`config.mk`:
```
export PLATFORM = sky130hd
export DESIGN_NAME = cnt_step_sched
export DESIGN_NICKNAME = d
export VERILOG_FILES = /design/src/rtl/cnt_step_sched.sv
export SDC_FILE = /design/constraint.sdc
export NUM_CORES = 1
export LEC_CHECK = 0
export ABC_AREA = 1
export BUFFER_PORTS_ARGS = -buffer_cell sky130_fd_sc_hd__buf_2
export CAP_MARGIN = 25
export CORE_AREA = 5 5 150 95
export DETAILED_ROUTE_END_ITERATION = 6
export DIE_AREA = 0 0 155 100
export GPL_ROUTABILITY_DRIVEN = 0
export PLACE_DENSITY = 0.76
export SKIP_CTS_REPAIR_TIMING = 1
export SLEW_MARGIN = 10
export SYNTH_ARGS = -nofsm -noshare
export SYNTH_HDL_FRONTEND = slang
export SYNTH_SLANG_ARGS = --single-unit
```
`constraint.sdc`:
```
create_clock -name clk -period 1.9 [get_ports clk]
set_clock_uncertainty 0.05 [all_clocks]
set_input_delay 0.38 -clock clk [delete_from_list [all_inputs] [get_ports clk]]
set_output_delay 0.38 -clock clk [all_outputs]
set_load 0.1 [all_outputs]
```
`src/rtl/cnt_step_sched.sv`:
```
// cnt_step_sched: button-driven sequencer for the step-adjustable LED counter.
// Three raw buttons are synchronised, debounced and edge-detected. The resulting
// pulses drive a four-state controller (IDLE/RUN/SWEEP/PAUSE). The controller
// produces the counter's step value, enable and one-cycle clear.
module cnt_step_sched #(
    parameter int DB_CYCLES    = 1_000_000,
    parameter int SWEEP_PERIOD = 50_000_000,
    parameter int STEP_W       = 7
) (
    input  logic              clk,
    input  logic              rst,
    input  logic              btn_mode,
    input  logic              btn_up,
    input  logic              btn_dn,
    output logic [STEP_W-1:0] cnt_step,
    output logic              cnt_en,
    output logic              cnt_clr,
    output logic [1:0]        state
);

    // Button lane indices inside the packed button vectors
    localparam int B_MODE = 0;
    localparam int B_UP   = 1;
    localparam int B_DN   = 2;

    localparam int DB_W = (DB_CYCLES > 1) ? $clog2(DB_CYCLES) : 1;
    localparam int TM_W = (SWEEP_PERIOD > 1) ? $clog2(SWEEP_PERIOD) : 1;

    localparam logic [DB_W-1:0]   DB_LAST   = DB_W'(DB_CYCLES - 1);
    localparam logic [DB_W-1:0]   DB_ZERO   = {DB_W{1'b0}};
    localparam logic [DB_W-1:0]   DB_ONE    = DB_W'(1);
    localparam logic [TM_W-1:0]   TM_LAST   = TM_W'(SWEEP_PERIOD - 1);
    localparam logic [TM_W-1:0]   TM_ZERO   = {TM_W{1'b0}};
    localparam logic [TM_W-1:0]   TM_ONE    = TM_W'(1);
    localparam logic [STEP_W-1:0] STEP_MAX  = {STEP_W{1'b1}};
    localparam logic [STEP_W-1:0] STEP_ZERO = {STEP_W{1'b0}};
    localparam logic [STEP_W-1:0] STEP_ONE  = STEP_W'(1);

    typedef enum logic [1:0] {
        IDLE  = 2'b00,
        RUN   = 2'b01,
        SWEEP = 2'b11,
        PAUSE = 2'b10
    } state_t;

    // Input path registers
    logic [2:0]      r_sync1;
    logic [2:0]      r_sync2;
    logic [2:0]      r_db;
    logic [2:0]      r_db_d;
    logic [DB_W-1:0] r_dbcnt [3];
    logic [2:0]      w_btn;
    logic [2:0]      w_pulse;

    // Controller registers and next-state values
    state_t            r_state;
    logic [STEP_W-1:0] r_step;
    logic              r_en;
    logic              r_clr;
    logic [TM_W-1:0]   r_timer;
    state_t            w_state_n;
    logic [STEP_W-1:0] w_step_n;
    logic              w_en_n;
    logic              w_clr_n;
    logic [TM_W-1:0]   w_timer_n;

    assign w_btn   = {btn_dn, btn_up, btn_mode};
    // Rising edge of the accepted level; consumed by the controller on the next edge
    assign w_pulse = r_db & ~r_db_d;

    // Synchronise raw buttons, then accept a level only after DB_CYCLES stable samples
    always_ff @(posedge clk) begin
        if (rst) begin
            r_sync1 <= 3'b000;
            r_sync2 <= 3'b000;
            r_db    <= 3'b000;
            r_db_d  <= 3'b000;
            for (int i = 0; i < 3; i++) begin
                r_dbcnt[i] <= DB_ZERO;
            end
        end else begin
            r_sync1 <= w_btn;
            r_sync2 <= r_sync1;
            r_db_d  <= r_db;
            for (int i = 0; i < 3; i++) begin
                if (r_sync2[i] != r_db[i]) begin
                    if (r_dbcnt[i] == DB_LAST) begin
                        r_db[i]    <= r_sync2[i];
                        r_dbcnt[i] <= DB_ZERO;
                    end else begin
                        r_dbcnt[i] <= r_dbcnt[i] + DB_ONE;
                    end
                end else begin
                    // Any sample matching the current level is a bounce: restart
                    r_dbcnt[i] <= DB_ZERO;
                end
            end
        end
    end

    // Controller next-state: abort, then mode, then step buttons, then sweep tick
    always_comb begin
        w_state_n = r_state;
        w_step_n  = r_step;
        w_clr_n   = 1'b0;
        w_timer_n = TM_ZERO;
        if (w_pulse[B_UP] && w_pulse[B_DN]) begin
            w_state_n = IDLE;
            w_step_n  = STEP_ZERO;
            w_clr_n   = 1'b1;
        end else if (w_pulse[B_MODE]) begin
            // Up/down pulses coinciding with a mode pulse are dropped
            case (r_state)
                IDLE: begin
                    w_state_n = RUN;
                    w_clr_n   = 1'b1;
                end
                RUN:     w_state_n = SWEEP;
                SWEEP:   w_state_n = PAUSE;
                PAUSE:   w_state_n = RUN;
                default: w_state_n = IDLE;
            endcase
        end else begin
            case (r_state)
                RUN, PAUSE: begin
                    if (w_pulse[B_UP]) begin
                        if (r_step != STEP_MAX) begin
                            w_step_n = r_step + STEP_ONE;
                        end else begin
                            w_step_n = r_step;
                        end
                    end else if (w_pulse[B_DN]) begin
                        if (r_step != STEP_ZERO) begin
                            w_step_n = r_step - STEP_ONE;
                        end else begin
                            w_step_n = r_step;
                        end
                    end else begin
                        w_step_n = r_step;
                    end
                end
                SWEEP: begin
                    // Sweep step wraps at the top instead of saturating
                    if (r_timer == TM_LAST) begin
                        w_step_n  = r_step + STEP_ONE;
                        w_timer_n = TM_ZERO;
                    end else begin
                        w_timer_n = r_timer + TM_ONE;
                    end
                end
                IDLE:    w_state_n = IDLE;
                default: w_state_n = IDLE;
            endcase
        end
        w_en_n = (w_state_n == RUN) || (w_state_n == SWEEP);
    end

    // Controller state and registered outputs
    always_ff @(posedge clk) begin
        if (rst) begin
            r_state <= IDLE;
            r_step  <= STEP_ZERO;
            r_en    <= 1'b0;
            r_clr   <= 1'b0;
            r_timer <= TM_ZERO;
        end else begin
            r_state <= w_state_n;
            r_step  <= w_step_n;
            r_en    <= w_en_n;
            r_clr   <= w_clr_n;
            r_timer <= w_timer_n;
        end
    end

    assign cnt_step = r_step;
    assign cnt_en   = r_en;
    assign cnt_clr  = r_clr;
    assign state    = r_state;

endmodule

```
==> results_dict.tcl, run 1 <==
set metrics [dict create \
    syn_area_per_cell_um2 7.95 \
    period_needed_ns 1.89 \
    synthTopCellsByArea "edfxtp_1, dfxtp_1, nand2_1" \
    relSlewSlack_pct 39.5 \
    synthMuxAreaShare_pct 0 \
    final_area_um2 7280 \
    numCtsBuffers 9 \
    ir_drop_mv 0.432 \
    end_kind "flop" \
    fin_cells 1056 \
    synth-simple-area-share_pct 36.4 \
    rr_worst_depth 8 \
    totalNegativeSetupSlack_ns 0 \
    overflow 0 \
    drt_first_iter_violations 470 \
    setup_violations 0 \
    vias 5241 \
    htreeDepth 3 \
    cts.path.max_buffers 2 \
    crit_required_ns 1.95 \
    num-fill-cells 1144 \
    diodes 0 \
    grt_antenna_before_repair 0 \
    p_switching_mw 1.02 \
    yosysWarnings 0 \
    place_hpwl_um 9720 \
    worst_pin_slew_ns 0.907 \
    tritoncts "built" \
    dpl_cell_area_um2 6730 \
    worstHoldPathCells 3 \
    synth.top_cell.area_share_pct 29.2 \
    synth_most_common_cell "nand2_1" \
    rows 32 \
    fin_util_pct 57.7 \
    drcViolationCount 0 \
    synth_ff_type "edfxtp_1" \
    leakagePower_nw 2.86 \
    dieArea_um2 15500 \
    path_clk_slew_ns 0.07 \
    die_height_um 100 \
    start_util_pct 49.0 \
    routed_via_density 4.96 \
    synth_compound_area_share_pct 5.10 \
    grt_setup_unrepaired "yes" \
    synthCells 777 \
    p_int_mw 3.55 \
    fin_crit_sh_pct 99.7 \
    arrival_ns 1.95 \
    drt_wl_total_um 13700 \
    hold_violations 0 \
    ys_seq_area_share_pct 44.7 \
    total_power_mw 4.57 \
    worstPathMaxFanout 7 \
    power_density_nw_per_um2 628 \
    die_w_um 155 \
    dp_cells 1026 \
    power.share.combinational_pct 4.3 \
    synth_seq_cells 108 \
    clkPwrFrac_pct 39.2 \
    yosysTopAreaCell "edfxtp_1" \
    cts.sinks 108 \
    synth_top_cells_by_count "nand2_1, nor2_1, inv_1, edfxtp_1, dfxtp_1" \
    grt_usage_pct 17.3 \
    synth_xor_area_share_pct 4.68 \
    drtAntennaViolNets 0 \
    power_frac_seq_pct 56.5 \
    synth-edff-count 60 \
    core_um2 12600 \
    syn_to_final_growth_pct 17.9 \
    ios 16 \
    criticalPathCategory "reg -> reg" \
    final.setup.worst_slack_ns 0.00518 \
    hold_slack_ns 0.196 \
    synth.distinct_cells 42 \
    fmax_mhz 528 \
    root_buffer "clkbuf_16" \
    grt_pass1_wl_um 22000 \
    grt_pass1_vias 4631 \
    synth_area_um2 6180 \
    finalMaxSlewViolations 0 \
    clock_latency_ns 0.34 \
    synth_top_family_by_area "simple AND/OR/NAND/NOR gates" \
    io_buffers 15 \
    min_path_type "in -> reg" \
    cap_violations 0 \
    drive_above_1_share_pct 16.0 \
    post_drt_wl_per_cell_um 12.9 \
    async_reset_ff_share_pct 0 \
    firstDrtPassIters 5 \
    outcome "complete, no violations" \
    grt_max_degree 27 \
    synthAdderAreaFrac_pct 2.23 \
    startpoint_type "flop" \
    fin_nets 897 \
    post-place-ws_ns 0.0312 \
    power.share.switching_pct 22.3 \
]
[final timing paths]
path | startpoint | to | slack (ns)
worst max-delay path | r_dbcnt[1][0] | r_dbcnt[1][13] | 0.005
worst min-delay path | btn_up | r_sync1[1] | 0.20
worst max register to register | r_dbcnt[1][0] | r_dbcnt[1][13] | 0.005
worst min register to register | r_sync1[0] | r_sync2[0] | 0.35
[layout make-up]
class                           instances  area, um^2  share of cell area, %
Multi-Input combinational cell        631        3400                   46.8
Sequential cell                       108        2770                   38.1
Inverter                               93         352                   4.83
Timing Repair Buffer                   38         259                   3.56
Clock buffer                           12         258                   3.54
Tap cell                              170         213                   2.92
Clock inverter                          4        22.5                  0.309
[routing by layer]
layer	GRT usage, %	up-vias	share of wire [%]
met5	0	-	0
met4	3.60	0	1.3
met3	3.83	25	6.3
met2	23.5	169	40
met1	27.7	2345	52
li1	-	2702	-
[cells in the final DEF, fill, tap and decap left out, types with 13 or more instances in the layout]
cell type  netlist  final
buf_2            3     15
nor3_1          32     30
nand2_1        151    147
nand4_1         25     25
xor2_1          23     23
edfxtp_1        60     60
dfxtp_1         48     39
nor2_1         139    137
nand3_1         36     36
conb_1           1     60
o21ai_0         15     15
inv_1           84     84
nor2_2          14     13
buf_4            1     21
a21oi_1         35     33
[sequential cells by signal (all words and copies together) (netlist names)]
name,count
r_sync2,3
cnt_step,7
cnt_en,1
state,1
r_db_d,3
r_dbcnt,60
r_timer,26
cnt_clr,1
r_sync1,3
r_db,3
[worst max-delay path, stage by stage, from the launching register on]
cell	delay (ns)
edfxtp_1	0.41
ha_4	0.17
nand2_4	0.06
nor3_4	0.19
nand2_2	0.10
nor3_4	0.25
nand2_4	0.19
nand2_8	0.16
nor3b_1	0.06
[cells by family after synthesis]
family,count (synthesis)
buffers and inverters,102
AOI/OAI and AO/OA,60
other,1
and+or+nand+nor,462
xor gates and xnor gates,33
adders and majority gates,11
DFF,108
[power groups by stage]
stage          clock, mW  combinational, mW  sequential, mW
2_1_floorplan          0              0.127            2.62
3_3_place_gp           0              0.164            2.63
3_5_place_dp           0              0.165            2.63
4_1_cts             1.84              0.167            2.58
5_1_grt             1.96              0.224            2.59
6_report            1.79              0.194            2.58
(Power assumes the default switching activity.)
==> run 2, diff against run 1 <==
--- a/config.mk
+++ b/config.mk
@@ -8,9 +8,9 @@
 export ABC_AREA = 1
 export BUFFER_PORTS_ARGS = -buffer_cell sky130_fd_sc_hd__buf_2
 export CAP_MARGIN = 25
-export CORE_AREA = 5 5 150 95
+export CORE_AREA = 5 5 118 120
 export DETAILED_ROUTE_END_ITERATION = 6
-export DIE_AREA = 0 0 155 100
+export DIE_AREA = 0 0 123 125
 export GPL_ROUTABILITY_DRIVEN = 0
 export PLACE_DENSITY = 0.76
 export SKIP_CTS_REPAIR_TIMING = 1
==> results_dict.tcl, run 2 (same netlist as run 1, synthesis figures left out) <==
set metrics [dict create \
    outcome "complete, no violations" \
    routed-wl-met3_um 362 \
    drive_above_1_share_pct 15.1 \
    setup_violations 0 \
    arrival_ns 1.82 \
    min_path_type "in -> reg" \
    worst_pin_slew_ns 0.891 \
    dieArea_um2 15400 \
    syn_to_final_growth_pct 15.5 \
    drcViolationCount 0 \
    ir_drop_mv 0.345 \
    grt_pass1_wl_um 20900 \
    criticalPathCategory "reg -> reg" \
    top_layer_used "met4" \
    die_height_um 125 \
    power_density_nw_per_um2 628 \
    ios 16 \
    firstDrtPassIters 5 \
    regMostFlops "r_dbcnt" \
    overflow 0 \
    post_drt_wl_per_cell_um 11.1 \
    fin_crit_sh_pct 93.2 \
    grt_antenna_before_repair 0 \
    fin_nets 886 \
    htreeDepth 3 \
    relSlewSlack_pct 40.6 \
    grt_max_degree 27 \
    period_needed_ns 1.77 \
    dp_cells 1032 \
    total_power_mw 4.48 \
    io_buffers 15 \
    crit_required_ns 1.95 \
    core_um2 12900 \
    place_hpwl_um 8740 \
    diodes 0 \
    layout_common_cells "nand2_1, nor2_1, inv_1, edfxtp_1, conb_1" \
    largest_reg_flops 60 \
    cts.sinks 108 \
    critPathSlowestCell "edfxtp_1" \
    tritoncts "built" \
    fin_util_pct 55.4 \
    drt_wl_total_um 11600 \
    final_common_cell "nand2_1" \
    rows 42 \
    grt_pass1_vias 4982 \
    vias 5065 \
    critical_path.cell_chain "inv_1, nor3_1, nand4_1, nor2_1, nand2_1, nor3b_2" \
    fmax_mhz 565 \
    wl_met2_um 5430 \
    clock_latency_ns 0.35 \
    hold_slack_ns 0.192 \
    drtAntennaViolNets 0 \
    cap_violations 0 \
    finalMaxSlewViolations 0 \
    end_kind "flop" \
    worstPathMaxFanout 4 \
    root_buffer "clkbuf_16" \
    slowest_delay_ns 0.39 \
    start_util_pct 48.0 \
    startpoint_type "flop" \
    fin_cells 1051 \
    die_w_um 123 \
    numCtsBuffers 9 \
    drt-met1-wl_um 5630 \
    cts.path.max_buffers 2 \
    leakagePower_nw 2.78 \
    routed_via_density 4.82 \
    grt_usage_pct 16.1 \
    drt_first_iter_violations 287 \
    hold_violations 0 \
    path_clk_slew_ns 0.07 \
]
[run 2: cell count changes in the layout (fill, tap and decap cells not counted), moves of 2 or more]
cell,previous run,this run
buf_4,21,15
nand2_1,147,145
o21ai_0,15,13
nor3_4,2,0
clkinv_2,0,2
clkinv_1,2,0
clkinvlp_4,2,0
a21oi_1,33,35
nand2_2,8,11
a21oi_2,3,1
nand2_4,10,5
inv_4,1,3
[run 2: final timing paths]
kind	startpoint	to	slack (ns)	depth (start not counted)
min reg2reg	r_sync1[0]	r_sync2[0]	0.35	2
max reg2reg	r_dbcnt[1][8]	r_dbcnt[1][17]	0.13	6
max	r_dbcnt[1][8]	r_dbcnt[1][17]	0.13	6
min	btn_up	r_sync1[1]	0.19	3
[run 2: stage by stage]
stage / setup WS [ns] / TNS (ns) / instance area [um^2]
global placement: 0.0736 / 0 / 6750
CTS: 0.0349 / 0 / 7020
global route: -0.0258 / -0.0976 / 7140
detailed placement: 0.0528 / 0 / 6750
floorplan: 0.0352 / 0 / 6410
finish: 0.129 / 0 / 7140
[run 2: critical path: cells and delay by family (launching register included)]
kind,cells,cell delay (ns)
simple gates,5,0.96
flops,1,0.39
buf+inv,1,0.13
[run 2: layout make-up]
class | instances | area (um^2)
Inverter | 93 | 352
Clock inverter | 4 | 22.5
Clock buffer | 12 | 246
Fill cell | 1190 | 5740
Timing Repair Buffer | 31 | 208
Sequential cell | 108 | 2770
Tap cell | 176 | 220
Multi-Input combinational cell | 627 | 3310
[run 2: metal layers]
metal  vias to the layer above  global-route usage, %
met4                         0                   5.54
met5                         -                      0
met1                      2271                   21.3
met2                        93                   26.9
met3                        15                   2.39
li1                       2686                      -
[run 2: report_power, final]
group	internal [mW]	switching (mW)	leakage, nW
Sequential	2.52	0.0565	1.01
Clock	0.923	0.803	0.137
Combinational	0.0606	0.116	1.63
Total	3.51	0.975	2.78
==> run 3, diff against run 2 <==
--- a/config.mk
+++ b/config.mk
@@ -12,7 +12,7 @@
 export DETAILED_ROUTE_END_ITERATION = 6
 export DIE_AREA = 0 0 123 125
 export GPL_ROUTABILITY_DRIVEN = 0
-export PLACE_DENSITY = 0.76
+export PLACE_DENSITY = 0.64
 export SKIP_CTS_REPAIR_TIMING = 1
 export SLEW_MARGIN = 10
 export SYNTH_ARGS = -nofsm -noshare
==> results_dict.tcl, run 3 (same netlist as run 1, synthesis figures left out) <==
set metrics [dict create \
    fin_crit_sh_pct 97.1 \
    arrival_ns 1.91 \
    grt_antenna_before_repair 0 \
    rows 42 \
    dieArea_um2 15400 \
    hold_violations 0 \
    grt_usage_pct 16.1 \
    worstPathMaxFanout 4 \
    leakagePower_nw 2.78 \
    path_clk_slew_ns 0.07 \
    cts.path.max_buffers 2 \
    syn_to_final_growth_pct 17.2 \
    final_area_um2 7240 \
    firstDrtPassIters 5 \
    clock_latency_ns 0.36 \
    grt_pass1_vias 4814 \
    vias 5160 \
    dpl_cell_area_um2 6700 \
    drtAntennaViolNets 0 \
    largest_reg_flops 60 \
    cap_violations 0 \
    final_common_cell "nand2_1" \
    die_height_um 125 \
    num-fill-cells 1190 \
    end_kind "flop" \
    min_path_type "in -> reg" \
    place_hpwl_um 9130 \
    root_buffer "clkbuf_16" \
    routed_via_density 4.90 \
    period_needed_ns 1.85 \
    drt_first_iter_violations 312 \
    criticalPathCategory "reg -> reg" \
    drt_wl_total_um 12400 \
    fin_util_pct 56.2 \
    drive_above_1_share_pct 15.3 \
    layout_common_cells "nand2_1, nor2_1, inv_1, edfxtp_1, conb_1" \
    worst_pin_slew_ns 0.877 \
    numCtsBuffers 9 \
    grt_max_degree 27 \
    drcViolationCount 0 \
    overflow 0 \
    core_um2 12900 \
    setup_violations 0 \
    final.setup.worst_slack_ns 0.0546 \
    finalMaxSlewViolations 0 \
    die_w_um 123 \
    io_buffers 15 \
    grt_pass1_wl_um 20500 \
    fin_nets 888 \
    outcome "complete, no violations" \
    crit_required_ns 1.97 \
    start_util_pct 48.0 \
    startpoint_type "flop" \
    htreeDepth 3 \
    post_drt_wl_per_cell_um 11.8 \
    relSlewSlack_pct 41.5 \
    reg2reg_slack_ns 0.05 \
    tritoncts "built" \
    diodes 0 \
    fmax_mhz 542 \
    grt_setup_unrepaired "yes" \
    cts.sinks 108 \
    ir_drop_mv 0.566 \
    regMostFlops "r_dbcnt" \
    post-place-ws_ns 0.0219 \
    ios 16 \
    power_density_nw_per_um2 648 \
]
-- run 3: worst max-delay path: stages, from the launching register on --
cell and delay, ns:
edfxtp_1 0.38, ha_1 0.20, nand2_2 0.10, nor2_4 0.15, nand2_1 0.13, nor2_4 0.15
nand2_2 0.09, nor2_2 0.15, nand4_1 0.10, nand3_1 0.08, nor2_1 0.04
-- run 3: final cells by class --
type,count,area (um^2),share of cell area [%]
Inverter,93,352,4.86
Clock buffer,10,250,3.46
Tap cell,176,220,3.04
Clock inverter,6,61.3,0.847
Timing Repair Buffer,29,184,2.54
Sequential cell,108,2770,38.3
Multi-Input combinational cell,631,3400,46.9
-- run 3: path summary, 6_finish.rpt --
| check | endpoint | cells past startpoint | from |
|---|---|---|---|
| setup / recovery | r_dbcnt[1][14] | 10 | r_dbcnt[1][0] |
| hold / removal | r_sync1[0] | 3 | btn_mode |
| setup reg to reg | r_dbcnt[1][14] | 10 | r_dbcnt[1][0] |
| hold reg to reg | r_sync2[0] | 2 | r_sync1[0] |
-- run 3: power by group --
part	total [mW]	leakage, nW	internal (mW)	switching, mW
combinational	0.182	1.62	0.0632	0.118
sequential	2.58	1.01	2.52	0.0589
clock	1.93	0.150	1.00	0.923
total	4.69	2.78	3.59	1.10
-- run 3: through the flow --
stage	TNS, ns	cells	power, mW	hold WS [ns]
2_1_floorplan	0	836	2.74	0.338
3_3_place_gp	0	1027	2.79	0.349
3_5_place_dp	0	1027	2.79	0.349
4_1_cts	0	1043	4.74	0.160
5_1_grt	-0.148	1053	4.90	0.166
6_report	0	1053	4.69	0.174
-- run 3: routing by layer --
| metal | global-route usage [%] | vias to the layer above | routed length, um |
|---|---|---|---|
| li1 | - | 2693 | - |
| met1 | 19.7 | 2366 | 5690 |
| met2 | 27.4 | 74 | 6120 |
| met3 | 2.89 | 27 | 263 |
| met4 | 7.36 | 0 | 297 |
| met5 | 0 | - | 0 |
